### src/rtl/and_result_stage_if.sv
//------------------------------------------------------------------------------
// Module      : and_result_stage_if
// Description : Producer/consumer handshake bundle for and_result_stage.
// Revision    : 1.0 - initial release
//------------------------------------------------------------------------------
`default_nettype none

interface and_result_stage_if #(
  parameter int WIDTH = 8
);
  localparam int PW = $clog2(WIDTH + 1);

  logic             in_valid;
  logic             in_ready;
  logic [WIDTH-1:0] cout;
  logic             out_valid;
  logic             out_ready;
  logic [WIDTH-1:0] out_data;
  logic             out_zero;
  logic             out_ones;
  logic [PW-1:0]    out_pop;
  logic [7:0]       acc_count;

  // Environment side: drives the producer inputs and the consumer ready.
  modport master (
    output in_valid, cout, out_ready,
    input  in_ready, out_valid, out_data, out_zero, out_ones, out_pop, acc_count
  );

  modport slave (
    input  in_valid, cout, out_ready,
    output in_ready, out_valid, out_data, out_zero, out_ones, out_pop, acc_count
  );
endinterface

`default_nettype wire

### src/rtl/and_result_stage.sv
//------------------------------------------------------------------------------
// Module      : and_result_stage
// Description : Two-entry registered output buffer for an AND result, with
//               zero/all-ones/popcount flags computed at capture time.
// Revision    : 1.0 - initial release
//------------------------------------------------------------------------------
`default_nettype none

module and_result_stage #(
  parameter int WIDTH = 8
) (
  input wire logic            clk,
  input wire logic            rst,
  and_result_stage_if.slave   bus
);
  localparam int PW = $clog2(WIDTH + 1);

  typedef enum logic [1:0] {
    EMPTY = 2'd0,
    ONE   = 2'd1,
    FULL  = 2'd2
  } state_t;

  state_t           r_state;
  state_t           w_state_nxt;

  // Head entry drives out_* directly; tail holds the second entry when FULL.
  logic [WIDTH-1:0] r_head_data, w_head_data_nxt;
  logic             r_head_zero, w_head_zero_nxt;
  logic             r_head_ones, w_head_ones_nxt;
  logic [PW-1:0]    r_head_pop,  w_head_pop_nxt;
  logic [WIDTH-1:0] r_tail_data, w_tail_data_nxt;
  logic             r_tail_zero, w_tail_zero_nxt;
  logic             r_tail_ones, w_tail_ones_nxt;
  logic [PW-1:0]    r_tail_pop,  w_tail_pop_nxt;
  logic [7:0]       r_acc_count;

  logic             w_in_ready;
  logic             w_out_valid;
  logic             w_push;
  logic             w_pop;
  logic             w_zero;
  logic             w_ones;
  logic [PW-1:0]    w_popcnt;

  assign w_in_ready  = !rst && (r_state != FULL);
  assign w_out_valid = (r_state != EMPTY);
  assign w_push      = bus.in_valid && w_in_ready;
  assign w_pop       = w_out_valid && bus.out_ready;

  always_comb begin
    w_popcnt = '0;
    for (int i = 0; i < WIDTH; i++) begin
      w_popcnt = w_popcnt + PW'(bus.cout[i]);
    end
  end

  assign w_zero = (bus.cout == '0);
  assign w_ones = (bus.cout == '1);

  always_comb begin
    w_state_nxt     = r_state;
    w_head_data_nxt = r_head_data;
    w_head_zero_nxt = r_head_zero;
    w_head_ones_nxt = r_head_ones;
    w_head_pop_nxt  = r_head_pop;
    w_tail_data_nxt = r_tail_data;
    w_tail_zero_nxt = r_tail_zero;
    w_tail_ones_nxt = r_tail_ones;
    w_tail_pop_nxt  = r_tail_pop;

    case (r_state)
      EMPTY: begin
        if (w_push) begin
          w_state_nxt     = ONE;
          w_head_data_nxt = bus.cout;
          w_head_zero_nxt = w_zero;
          w_head_ones_nxt = w_ones;
          w_head_pop_nxt  = w_popcnt;
        end
      end
      ONE: begin
        if (w_push && w_pop) begin
          w_head_data_nxt = bus.cout;
          w_head_zero_nxt = w_zero;
          w_head_ones_nxt = w_ones;
          w_head_pop_nxt  = w_popcnt;
        end else if (w_push) begin
          w_state_nxt     = FULL;
          w_tail_data_nxt = bus.cout;
          w_tail_zero_nxt = w_zero;
          w_tail_ones_nxt = w_ones;
          w_tail_pop_nxt  = w_popcnt;
        end else if (w_pop) begin
          // Clear the head so out_* read as zero while empty.
          w_state_nxt     = EMPTY;
          w_head_data_nxt = '0;
          w_head_zero_nxt = 1'b0;
          w_head_ones_nxt = 1'b0;
          w_head_pop_nxt  = '0;
        end
      end
      FULL: begin
        if (w_pop) begin
          w_state_nxt     = ONE;
          w_head_data_nxt = r_tail_data;
          w_head_zero_nxt = r_tail_zero;
          w_head_ones_nxt = r_tail_ones;
          w_head_pop_nxt  = r_tail_pop;
        end
      end
      default: begin
        w_state_nxt = EMPTY;
      end
    endcase
  end

  always_ff @(posedge clk) begin
    if (rst) begin
      r_state     <= EMPTY;
      r_head_data <= '0;
      r_head_zero <= 1'b0;
      r_head_ones <= 1'b0;
      r_head_pop  <= '0;
      r_tail_data <= '0;
      r_tail_zero <= 1'b0;
      r_tail_ones <= 1'b0;
      r_tail_pop  <= '0;
      r_acc_count <= '0;
    end else begin
      r_state     <= w_state_nxt;
      r_head_data <= w_head_data_nxt;
      r_head_zero <= w_head_zero_nxt;
      r_head_ones <= w_head_ones_nxt;
      r_head_pop  <= w_head_pop_nxt;
      r_tail_data <= w_tail_data_nxt;
      r_tail_zero <= w_tail_zero_nxt;
      r_tail_ones <= w_tail_ones_nxt;
      r_tail_pop  <= w_tail_pop_nxt;
      if (w_push) begin
        r_acc_count <= r_acc_count + 8'd1;
      end
    end
  end

  assign bus.in_ready  = w_in_ready;
  assign bus.out_valid = w_out_valid;
  assign bus.out_data  = r_head_data;
  assign bus.out_zero  = r_head_zero;
  assign bus.out_ones  = r_head_ones;
  assign bus.out_pop   = r_head_pop;
  assign bus.acc_count = r_acc_count;
endmodule

`default_nettype wire
### src/flat_wrapper.sv
// flat-port wrapper written by rule: the top's interface ports become plain ports
module and_result_stage_flat 
#(
  parameter int WIDTH = 8
)
  (clk, rst, bus_in_valid, bus_cout, bus_out_ready, bus_in_ready, bus_out_valid, bus_out_data, bus_out_zero, bus_out_ones, bus_out_pop, bus_acc_count);
  and_result_stage_if #(.WIDTH(WIDTH)) bus_i ();
  input wire logic clk;
  input wire logic rst;
  input wire logic [$bits(bus_i.in_valid)-1:0] bus_in_valid;
  input wire logic [$bits(bus_i.cout)-1:0] bus_cout;
  input wire logic [$bits(bus_i.out_ready)-1:0] bus_out_ready;
  output wire logic [$bits(bus_i.in_ready)-1:0] bus_in_ready;
  output wire logic [$bits(bus_i.out_valid)-1:0] bus_out_valid;
  output wire logic [$bits(bus_i.out_data)-1:0] bus_out_data;
  output wire logic [$bits(bus_i.out_zero)-1:0] bus_out_zero;
  output wire logic [$bits(bus_i.out_ones)-1:0] bus_out_ones;
  output wire logic [$bits(bus_i.out_pop)-1:0] bus_out_pop;
  output wire logic [$bits(bus_i.acc_count)-1:0] bus_acc_count;
  assign bus_i.in_valid = bus_in_valid;
  assign bus_i.cout = bus_cout;
  assign bus_i.out_ready = bus_out_ready;
  assign bus_in_ready = bus_i.in_ready;
  assign bus_out_valid = bus_i.out_valid;
  assign bus_out_data = bus_i.out_data;
  assign bus_out_zero = bus_i.out_zero;
  assign bus_out_ones = bus_i.out_ones;
  assign bus_out_pop = bus_i.out_pop;
  assign bus_acc_count = bus_i.acc_count;
  and_result_stage #(.WIDTH(WIDTH)) u_core (.clk(clk), .rst(rst), .bus(bus_i));
endmodule
### config.mk
export PLATFORM = sky130hd
export DESIGN_NAME = and_result_stage_flat
export DESIGN_NICKNAME = d
export VERILOG_FILES = /design/src/rtl/and_result_stage_if.sv /design/src/rtl/and_result_stage.sv /design/src/flat_wrapper.sv
export SDC_FILE = /design/constraint.sdc
export NUM_CORES = 1
export LEC_CHECK = 0
export BUFFER_PORTS_ARGS = -buffer_cell sky130_fd_sc_hd__buf_2
export CAP_MARGIN = 20
export CORE_UTILIZATION = 57
export CTS_BUF_LIST = sky130_fd_sc_hd__clkbuf_4
export DETAILED_ROUTE_END_ITERATION = 10
export PLACE_DENSITY = 0.8
export SKIP_CTS_REPAIR_TIMING = 1
export SLEW_MARGIN = 10
export SYNTH_ARGS = -nofsm -noshare
export SYNTH_HDL_FRONTEND = slang
export SYNTH_SLANG_ARGS = --single-unit
export TNS_END_PERCENT = 1
### constraint.sdc
create_clock -name clk -period 3.8 [get_ports clk]
set_input_delay 0.38 -clock clk [delete_from_list [all_inputs] [get_ports clk]]
set_output_delay 0.38 -clock clk [all_outputs]
set_load 0.03 [all_outputs]
After elaboration in Yosys (flattened, before gate mapping)
Cells that the tools add are included.

cells by class
  eq/ne operators = 10
  bitwise operators = 1
  reductions and logical operators = 12
  multiplexer cells = 28
  add/subtract/negate cells = 8

operator list
  cell                 count
  $mux 8               5
  $add 4x1->4          6
  $pmux 8 s3           1
  $mux 4               5
  $pmux 4 s3           1
  $mux 2               5
  $add 8x1->8 const B  1
  $eq 8x8->1 const B   1
  $logic_not 8->1      1
  $mux 1               8
  $ne 3x1->1 const B   2
  $pmux 1 s3           2
  $pmux 2 s3           1
  $reduce_and 5->1     1
  $logic_and 1x1->1    4
  $ne 2x1->1 const B   2
  $ne 2x2->1 const B   2
  $reduce_and 4->1     1
  $ne 3x3->1 const B   1
  $reduce_and 3->1     1
  $reduce_bool 3->1    1
  $add 1x1->2          1
  $eq 2x1->1 const B   1
  $eq 2x2->1 const B   1
  4 further kinds      4

storage, ports and cells
  bits of input ports = 12
  register bits after elaboration = 38
  output and inout port bits = 24

Logic depth before layout (Yosys ltp)
Gate-level depths: netlist (run 1).

  word-level depth = 9
  depth in mapped cells = 11
  depth with buffers taken out = 11

Worst setup path after synthesis (run 1)
No wires, ideal clock.

  path type = input to register
  start point = input port bus_cout[0]
  end point = register u_core.r_head_pop[2], in the netlist u_core.bus.out_pop[2]
  path buffers = 0
  arrival time = 2.850 ns
  path slack = 0.814 ns
  stages = 10
  library setup time = 0.136 ns
  cells stage by stage = inv_1 -> ha_1 -> inv_1 -> fa_1 -> fa_1 -> fa_1 -> fa_1 -> xnor2_1 -> a221oi_1 -> nor3_1

between the ends
  longest elaborated chain between the ends = 9
  elaborated cells between the ends (all ways) = 10

ends and longest elaborated chain
  item                              RTL line                                        source
  start, declared                   flat_wrapper.sv:11                              input wire logic [$bits(bus_i.cout)-1:0] bus_cout;
  $add 1x1->2 *                     and_result_stage.sv:54                          w_popcnt = w_popcnt + PW'(bus.cout[i]);
  $add 4x1->4 * (6 in series)       and_result_stage.sv:54
  $mux 4, on equally long branches  and_result_stage.sv:83, and_result_stage.sv:74
  $pmux 4 s3 *                      and_result_stage.sv:72                          case (r_state)
  end signal, assigned              and_result_stage.sv:135                         r_head_pop <= w_head_pop_nxt;
  end, declared                     and_result_stage.sv:31                          logic [PW-1:0] r_head_pop, w_head_pop_nxt;

Every way passes the cells marked *; elsewhere a longest branch is shown, timed or not. The select of a mux whose other input is x is not followed.
A chain may end at the register's enable or synchronous reset.

Worst setup path after layout (run 1)
Same ends and word-level chain as after synthesis.

==> summary.md, run 1 <==
| Metric | Value |
|---|---|
| Hold Crit Class | in -> reg |
| Post-Synth Simple-Gate Area | 0.238 |
| Synth Cell Area | 1970 µm² |
| Crit-path max FO | 4 |
| FF+latch count, synth | 38 |
| ANT cells | 0 |
| Vias in the first global route | roughly 1.4k |
| Worst EP arrival | 3.13 ns |
| Synth async-reset ratio | 0 |
| Gr ovfl total | 0 |
| CTS Sinks | 38 |
| CP max stage cell | fa_1 |
| Kind of critical path | in -> reg |
| Clk buf depth | 2 |
| PortBufs | 35 |
| Most frequent CP cell | fa_1 |
| Period minus WS final | roughly 2.9 ns |
| M2 GR Usage | 0.345 |
| Initial core utilization | 0.621 |
| Syn avg cell area | between 9 and 10 µm² |
| RSZ-0062 raised after global routing | no |
| Max-Cap Viols | 0 |
| Clock slew at reported path FFs | roughly 0.12 ns |
| Worst Path Required | 4.01 ns |
| Leakage power | 0.991 nW |
| Yosys cell types | 35 |
| TritonCTS Buffers | 5 |
| Share of post-route cells with drive strength above 1 | 0.266 |
| Die height | 60.8 µm |
| Synth Area in Adders | 0.104 |
| Fin crit share | 0.768 |
| Core ar. | around 3200 µm² |
| Slew @ Worst Pin | slightly above 1 ns |
| Post-Route Skew | between 0.007 and 0.008 ns |
| Final WS setup | just under 0.9 ns |
| Via/cell ratio | ~5.6 |
| EDFF count, synth | 0 |
| Die footprint | approximately 3700 µm² |
| Seq/Total Area, Yosys | 0.386 |
| Most frequent cells in the layout | 38 x dfxtp_1, 35 x buf_2, 27 x nand2_1 |
| Final wirelength | around 3900 µm |
| Fmax | 343 MHz |
| Setup crit end kind | flip-flop |
| Setup_tns | 0 ns |
| Outcome | finished clean |
| Rows | 20 |
| Drt pass-1 iters | 4 |
| Initial DRC Count | between 100 and 150 |
| GR peak layer | met1 |
| Antenna Violating Nets Remaining | 0 |
| Synth warn | 0 |
| Post-synthesis mux area share | 0 |
| Hold Vio Cnt, Final | 0 |
| Final nets | 273 |
| IO Pins | 36 |
| Initial antenna violation count | 0 |
| Synth Area in Compound Gates | 0.172 |
| Max rail drop VDD | roughly 370 µV |
| Pre-CTS setup slack | between 0.5 and 0.6 ns |
| # setup viols final | 0 |
| Critical path's top delay family | adder cells |
| Mapped Cells | about 220 |
| H-tree depth | 2 |
| DRC viols | 0 |
| Syn-to-layout area delta | 13.7% |
| GPL Wtd Cong | 0.880 |
| CTS tree | built |
| Post-Synth XOR/XNOR Area | 0.0355 |
| Most common cell after layout, fill and taps aside | dfxtp_1 |
| Post-DP HPWL | roughly 2700 µm |
| Die X | between 60 and 70 µm |
| Clock root buffer | clkbuf_4 |
| Worst-skew pair later-pin latency | ~0.34 ns |
| Slew Limit Fails | 0 |
| Main combinational cell family by area after synthesis | simple AND/OR/NAND/NOR gates |
| Rel. slew slack | 0.323 |
| First-pass GRT wire length | ~6500 µm |
| Total GRT Usage | 0.242 |
| Met1 Track Usage GR | 0.354 |
| Largest net degree at the start of global routing | between 40 and 50 |
| Slowest stage delay, CP | 0.48 ns |
| M3 GR Usage | 0.0661 |
| Synth Net Count | 243 |
| Crit-path cells | buf_2 > inv_1 > ha_1 > inv_1 > fa_1 > fa_1 > fa_1 > fa_1 > xnor2_1 > a221oi_1 > nor3_1 |
| Main flop type after synthesis | dfxtp_1 |
| Vias after detailed routing | about 1.6k |
| PD cells | 530 nW/µm² |
| Worst path bufs/invs | 3 |
| DR WL/cell | ~14 µm |
| CP Launch Type | input pin |
per-stage QoR:
step	util	cell area, µm²	std cells	hold WS [ns]	total power (W)
6_report	0.706	2240	292	0.309	0.00119
3_5_place_dp	0.674	2140	284	0.450	0.000860
4_1_cts	0.706	2240	292	0.306	0.00119
2_1_floorplan	-	1970	217	0.436	0.000777
3_3_place_gp	0.674	2140	284	0.442	0.000855
5_1_grt	0.706	2240	292	0.296	0.00126
sequential cells by signal (all words and copies together), names as in the netlist:
register,flops
u_core.r_state,2
u_core.r_tail_pop,4
u_core.r_tail_ones,1
u_core.bus.out_ones,1
u_core.bus.acc_count,8
u_core.r_tail_data,8
u_core.bus.out_zero,1
u_core.r_tail_zero,1
u_core.bus.out_data,8
u_core.bus.out_pop,4
cells in the mapped netlist, types with 2 or more instances:
library cell   n  area, µm²
a221oi_2      11        165
a21oi_1       15       75.1
clkbuf_1       3       11.3
xor2_1         6       52.6
a211oi_1       2       15.0
o21ai_0        3       15.0
nor3_2        10        100
ha_1          10        125
nand2_1       27        101
and3_1         4       25.0
nand2b_1       3       18.8
nor2_1        25       93.8
nand4_1        5       31.3
inv_1         18       67.6
buf_2          7       35.0
nor2b_1        2       12.5
nor3_1         4       20.0
a221oi_1       4       35.0
xnor2_1        2       17.5
dfxtp_1       38        761
fa_1           4       80.1
final timing paths:
kind                                           start                    end  slack, ns  depth (start not counted)
worst min register to register  u_core.r_tail_pop[2]   u_core.r_tail_pop[2]       0.47                          2
worst min-delay path                     bus_cout[0]  u_core.r_tail_data[0]       0.31                          3
worst max register to register     u_core.r_state[0]   u_core.r_tail_pop[1]       1.25                          6
worst max-delay path                     bus_cout[0]  u_core.bus.out_pop[2]       0.88                         11
where the power goes:
group          switching [W]  internal (W)
clock               0.000132      0.000203
combinational       0.000259      0.000131
sequential         0.0000238      0.000441
total               0.000415      0.000775
area by class of cell:
type / count / area, µm²
repair buffers: 35 / 175
fillers: 276 / 935
well taps: 44 / 55.1
multi-input cells: 149 / 1080
inverters: 18 / 67.6
clock buffers: 5 / 37.5
flip-flops and latches: 38 / 761
clock inverters: 3 / 63.8
routing by layer:
layer | wire length (µm) | vias to the layer above
li1 | - | 809
met1 | 1830 | 773
met2 | 1820 | 46
met3 | 229 | 9
met4 | 66 | 0
met5 | 0 | -
tightest hold or removal path, delay by kind of cell:
kind            cells  cell delay [ns]
buf+inv             1             0.12
simple gates        1             0.05
compound gates      1             0.05
cells by family (layout without fill, tap and decap cells):
| kind of cell | after synthesis | count (layout) |
|---|---|---|
| xor gates and xnor gates | 8 | 8 |
| adders and majority gates | 14 | 14 |
| AOI/OAI and AO/OA | 39 | 39 |
| DFF | 38 | 38 |
| buffers and inverters | 30 | 61 |
| and+or+nand+nor | 88 | 88 |
Power figures use the tool's default switching activity.
==> run 2, diff against run 1 <==
--- a/config.mk
+++ b/config.mk
@@ -7,10 +7,10 @@
 export LEC_CHECK = 0
 export BUFFER_PORTS_ARGS = -buffer_cell sky130_fd_sc_hd__buf_2
 export CAP_MARGIN = 20
-export CORE_UTILIZATION = 57
+export CORE_UTILIZATION = 52
 export CTS_BUF_LIST = sky130_fd_sc_hd__clkbuf_4
 export DETAILED_ROUTE_END_ITERATION = 10
-export PLACE_DENSITY = 0.8
+export PLACE_DENSITY = 0.77
 export SKIP_CTS_REPAIR_TIMING = 1
 export SLEW_MARGIN = 10
 export SYNTH_ARGS = -nofsm -noshare
==> constraint.sdc (replaced) <==
create_clock -name clk -period 2.5 [get_ports clk]
set_input_delay 0.25 -clock clk [delete_from_list [all_inputs] [get_ports clk]]
set_output_delay 0.25 -clock clk [all_outputs]
set_load 0.03 [all_outputs]
==> summary.md, run 2 (synthesis gave the netlist of run 1 again) <==
| Metric | Value |
|---|---|
| Outcome | finished with violations |
| Failing checks | setup timing |
| Gr ovfl total | 0 |
| Most frequent cells in the layout | 38 x dfxtp_1, 33 x buf_2, 27 x nand2_1 |
| Die X | 63.6 µm |
| Rows | 22 |
| First-pass GRT wire length | 6890 µm |
| RSZ-0062 raised after global routing | yes |
| Initial DRC Count | roughly 110 |
| Vias after detailed routing | 1666 |
| Die height | ~64 µm |
| TritonCTS Buffers | 5 |
| Final WS setup | -0.0904 ns |
| Syn-to-layout area delta | 22.7% |
| Share of post-route cells with drive strength above 1 | 0.330 |
| Clock slew at reported path FFs | between 0.1 and 0.15 ns |
| DRC viols | 0 |
| Tot Pwr | around 0.0019 W |
| Rel. slew slack | 0.503 |
| Core ar. | 3660 µm² |
| Final nets | 289 |
| CTS tree | built |
| Die footprint | 4040 µm² |
| Most common cell after layout, fill and taps aside | dfxtp_1 |
| Slew @ Worst Pin | about 0.75 ns |
| Total GRT Usage | 0.217 |
| Max rail drop VDD | about 320 µV |
| Clock root buffer | clkbuf_4 |
| Via/cell ratio | 5.34 |
| IO Pins | 36 |
| Kind of critical path | in -> reg |
| CP max stage cell | fa_1 |
| DR WL/cell | 13.1 µm |
| Hold_ws | about 0.19 ns |
| Worst EP arrival | around 2.8 ns |
| PortBufs | 35 |
| Pre-CTS setup slack | -0.517 ns |
| Most frequent CP cell | fa_1 |
| Fmax | approximately 390 MHz |
| Setup crit end kind | flip-flop |
| GPL Wtd Cong | 0.877 |
| Antenna Violating Nets Remaining | 0 |
| Worst Path Required | 2.73 ns |
| H-tree depth | 2 |
| Post-DP HPWL | 2930 µm |
| Final Util | 0.661 |
| Fin crit share | 1.04 |
| Drt pass-1 iters | 4 |
| Initial core utilization | 0.539 |
| Initial antenna violation count | 0 |
| # setup viols final | 3 |
| Critical path's top delay family | adder cells |
| Leakage power | ~1.1 nW |
| Clk buf depth | 2 |
| Crit-path max FO | 2 |
| Post-Route Skew | just under 0.008 ns |
| ANT cells | 0 |
| Slew Limit Fails | 0 |
| PD cells | approximately 770 nW/µm² |
| CP Launch Type | input pin |
| Period minus WS final | approximately 2.6 ns |
| Worst-skew pair later-pin latency | between 0.3 and 0.4 ns |
| Max-Cap Viols | 0 |
| Vias in the first global route | 1559 |
| Slowest stage delay, CP | about 0.50 ns |
| Hold Crit Class | in -> reg |
| Hold Vio Cnt, Final | 0 |
| CTS Sinks | 38 |
| Final wirelength | 4080 µm |
| Crit-path cells | buf_8 > inv_4 > ha_4 > inv_2 > fa_1 > fa_1 > fa_2 > fa_1 > xnor2_1 > a221oi_1 > nor3_1 |
| Largest net degree at the start of global routing | 30 |
| Worst path bufs/invs | 3 |
run 2: path summary, 6_finish.rpt:
| check | startpoint | endpoint | slack (ns) | cells after the start |
|---|---|---|---|---|
| max | bus_cout[1] | u_core.bus.out_pop[2] | -0.09 | 11 |
| min reg2reg | u_core.r_tail_data[1] | u_core.r_tail_data[1] | 0.47 | 2 |
| max reg2reg | u_core.r_state[1] | u_core.bus.out_data[2] | 0.35 | 6 |
| min | bus_cout[3] | u_core.r_tail_data[3] | 0.19 | 3 |
run 2: area by class of cell:
class                           count  area, µm²
Tap cell                           48       60.1
Fill cell                         304       1240
Sequential cell                    38        761
Clock buffer                        5       37.5
Timing Repair Buffer               51        328
Multi-Input combinational cell    149       1100
Clock inverter                      3       63.8
Inverter                           18       72.6
run 2: worst reg2reg max path, cell delays in order (launching register included):
cell and delay [ns]:
dfxtp_1 0.41, inv_1 0.08, ha_1 0.24, or2_1 0.25
a221o_1 0.60, a221oi_1 0.37, nor3_1 0.10
run 2: report_power, final:
part           total [W]  internal (W)  switching [W]
logic           0.000639      0.000238       0.000401
registers       0.000708      0.000671      0.0000375
clock network   0.000508      0.000308       0.000200
run 2: metrics by stage:
stage	instance area [µm²]	instances	TNS (ns)
final	2420	312	-0.161
after global routing	2420	312	-0.366
after CTS	2380	312	-0.301
after detailed placement	2280	304	-2.05
after global placement	2280	304	-1.66
after floorplan	1980	217	-0.786
run 2: metal layers:
layer / wire length [µm] / track usage
met2: 1970 / 0.347
met5: 0 / 0
met4: 57 / 0.0710
met3: 156 / 0.0435
met1: 1900 / 0.290
==> run 3, diff against run 2 <==
--- a/config.mk
+++ b/config.mk
@@ -10,6 +10,7 @@
 export CORE_UTILIZATION = 52
 export CTS_BUF_LIST = sky130_fd_sc_hd__clkbuf_4
 export DETAILED_ROUTE_END_ITERATION = 10
+export MAX_ROUTING_LAYER = met4
 export PLACE_DENSITY = 0.77
 export SKIP_CTS_REPAIR_TIMING = 1
 export SLEW_MARGIN = 10
==> summary.md, run 3 (synthesis gave the netlist of run 1 again) <==
| Metric | Value |
|---|---|
| Outcome | finished with violations |
| Failing checks | setup timing |
| Vias in the first global route | roughly 1.6k |
| Crit Reg-Reg Endpoint | u_core.bus.out_data[2] |
| Antenna Violating Nets Remaining | 0 |
| IO Pins | 36 |
| Final WS setup | -0.0897 ns |
| Share of post-route cells with drive strength above 1 | 0.330 |
| Kind of critical path | in -> reg |
| Slew @ Worst Pin | between 0.7 and 0.8 ns |
| Largest net degree at the start of global routing | 30 |
| Period minus WS final | 2.59 ns |
| Rows | 22 |
| Fmax | ~390 MHz |
| Crit path launch | bus_cout[1] |
| Post-DP HPWL | between 2000 and 3000 µm |
| Worst-case reg-to-reg path depth | 6 |
| DR WL/cell | 13.0 µm |
| GPL Wtd Cong | 0.891 |
| ANT cells | 0 |
| H-tree depth | 2 |
| Most common cell after layout, fill and taps aside | dfxtp_1 |
| RSZ-0062 raised after global routing | yes |
| Max rail drop VDD | 317 µV |
| CTS tree | built |
| Clock root buffer | clkbuf_4 |
| Max-Cap Viols | 0 |
| Final nets | around 290 |
| Hold_ws | 0.189 ns |
| Die height | 63.6 µm |
| PD cells | 766 nW/µm² |
| Initial DRC Count | approximately 100 |
| RR Startpoint | u_core.r_state[1] |
| Most frequent cells in the layout | 38 x dfxtp_1, 33 x buf_2, 27 x nand2_1 |
| Tot Pwr | ~0.0019 W |
| Die X | between 60 and 70 µm |
| Initial core utilization | 0.539 |
| DRC viols | 0 |
| Post-Route Skew | ~0.0076 ns |
| Hold Vio Cnt, Final | 0 |
| # setup viols final | 3 |
| Worst EP arrival | ~2.8 ns |
| CTS Sinks | 38 |
| Crit path to | u_core.bus.out_pop[2] |
| Clock slew at reported path FFs | around 0.11 ns |
| Fin crit share | 1.04 |
| Initial antenna violation count | 0 |
| Via/cell ratio | 5.30 |
| Core ar. | 3660 µm² |
| Vias after detailed routing | around 1.7k |
| Drt pass-1 iters | 4 |
| Hold Crit Class | in -> reg |
| Clk buf depth | 2 |
| Worst-skew pair later-pin latency | 0.34 ns |
| First-pass GRT wire length | slightly below 7000 µm |
| Worst reg2reg setup slack | roughly 0.35 ns |
| PortBufs | 35 |
| TritonCTS Buffers | 5 |
| Setup crit end kind | flip-flop |
| Syn-to-layout area delta | 22.7% |
| Fillers | roughly 300 |
| Final wirelength | 4070 µm |
| Total GRT Usage | 0.223 |
| Slew Limit Fails | 0 |
| Rel. slew slack | 0.501 |
| Worst Path Required | between 2 and 3 ns |
| Leakage power | 1.08 nW |
| Die footprint | approximately 4000 µm² |
| CP Launch Type | input pin |
| Gr ovfl total | 0 |
| Crit-path max FO | 2 |
[run 3: layer usage]
layer / wire length [µm] / vias to the layer above / GRT usage
li1: - / 840 / -
met1: 1870 / 766 / 0.290
met2: 2000 / 44 / 0.347
met3: 174 / 3 / 0.0435
met4: 16 / 0 / 0.0710
met5: 0 / - / -
[run 3: critical path: stages]
cell and delay, ns:
buf_8 0.08, inv_4 0.03, ha_4 0.25, inv_2 0.03
fa_1 0.50, fa_1 0.43, fa_2 0.37, fa_1 0.39
xnor2_1 0.16, a221oi_1 0.25, nor3_1 0.08
[run 3: worst min-delay path by stage]
stage	from	to	slack, ns	depth (start not counted)
floorplan	bus_cout[0]	u_core.r_tail_data[0]	0.39	2
global placement	u_core.r_tail_data[0]	u_core.r_tail_data[0]	0.44	2
detailed placement	u_core.r_tail_data[0]	u_core.r_tail_data[0]	0.45	2
CTS	bus_cout[3]	u_core.r_tail_data[3]	0.18	3
global route	bus_cout[3]	u_core.r_tail_data[3]	0.17	3
finish	bus_cout[3]	u_core.r_tail_data[3]	0.19	3
[run 3: where the power goes]
group / leakage (nW) / internal (W) / switching, W
Combinational: 0.716 / 0.000238 / 0.000401
Sequential: 0.310 / 0.000671 / 0.0000371
Clock: 0.0528 / 0.000308 / 0.000199
[run 3: layout make-up]
type	count	area [µm²]	share of cell area
well taps	48	60.1	0.0248
clock buffers	5	37.5	0.0155
flip-flops and latches	38	761	0.314
clock inverters	3	63.8	0.0264
repair buffers	51	328	0.135
inverters	18	72.6	0.0300
multi-input cells	149	1100	0.454
[run 3: per-stage QoR]
stage	setup WS, ns	util	std cells	TNS [ns]	instance area (µm²)
5_1_grt	-0.168	0.661	312	-0.366	2420
3_5_place_dp	-0.517	0.623	304	-2.05	2280
6_report	-0.0897	0.661	312	-0.157	2420
3_3_place_gp	-0.456	0.623	304	-1.66	2280
4_1_cts	-0.145	0.651	312	-0.301	2380
2_1_floorplan	-0.309	-	217	-0.786	1980
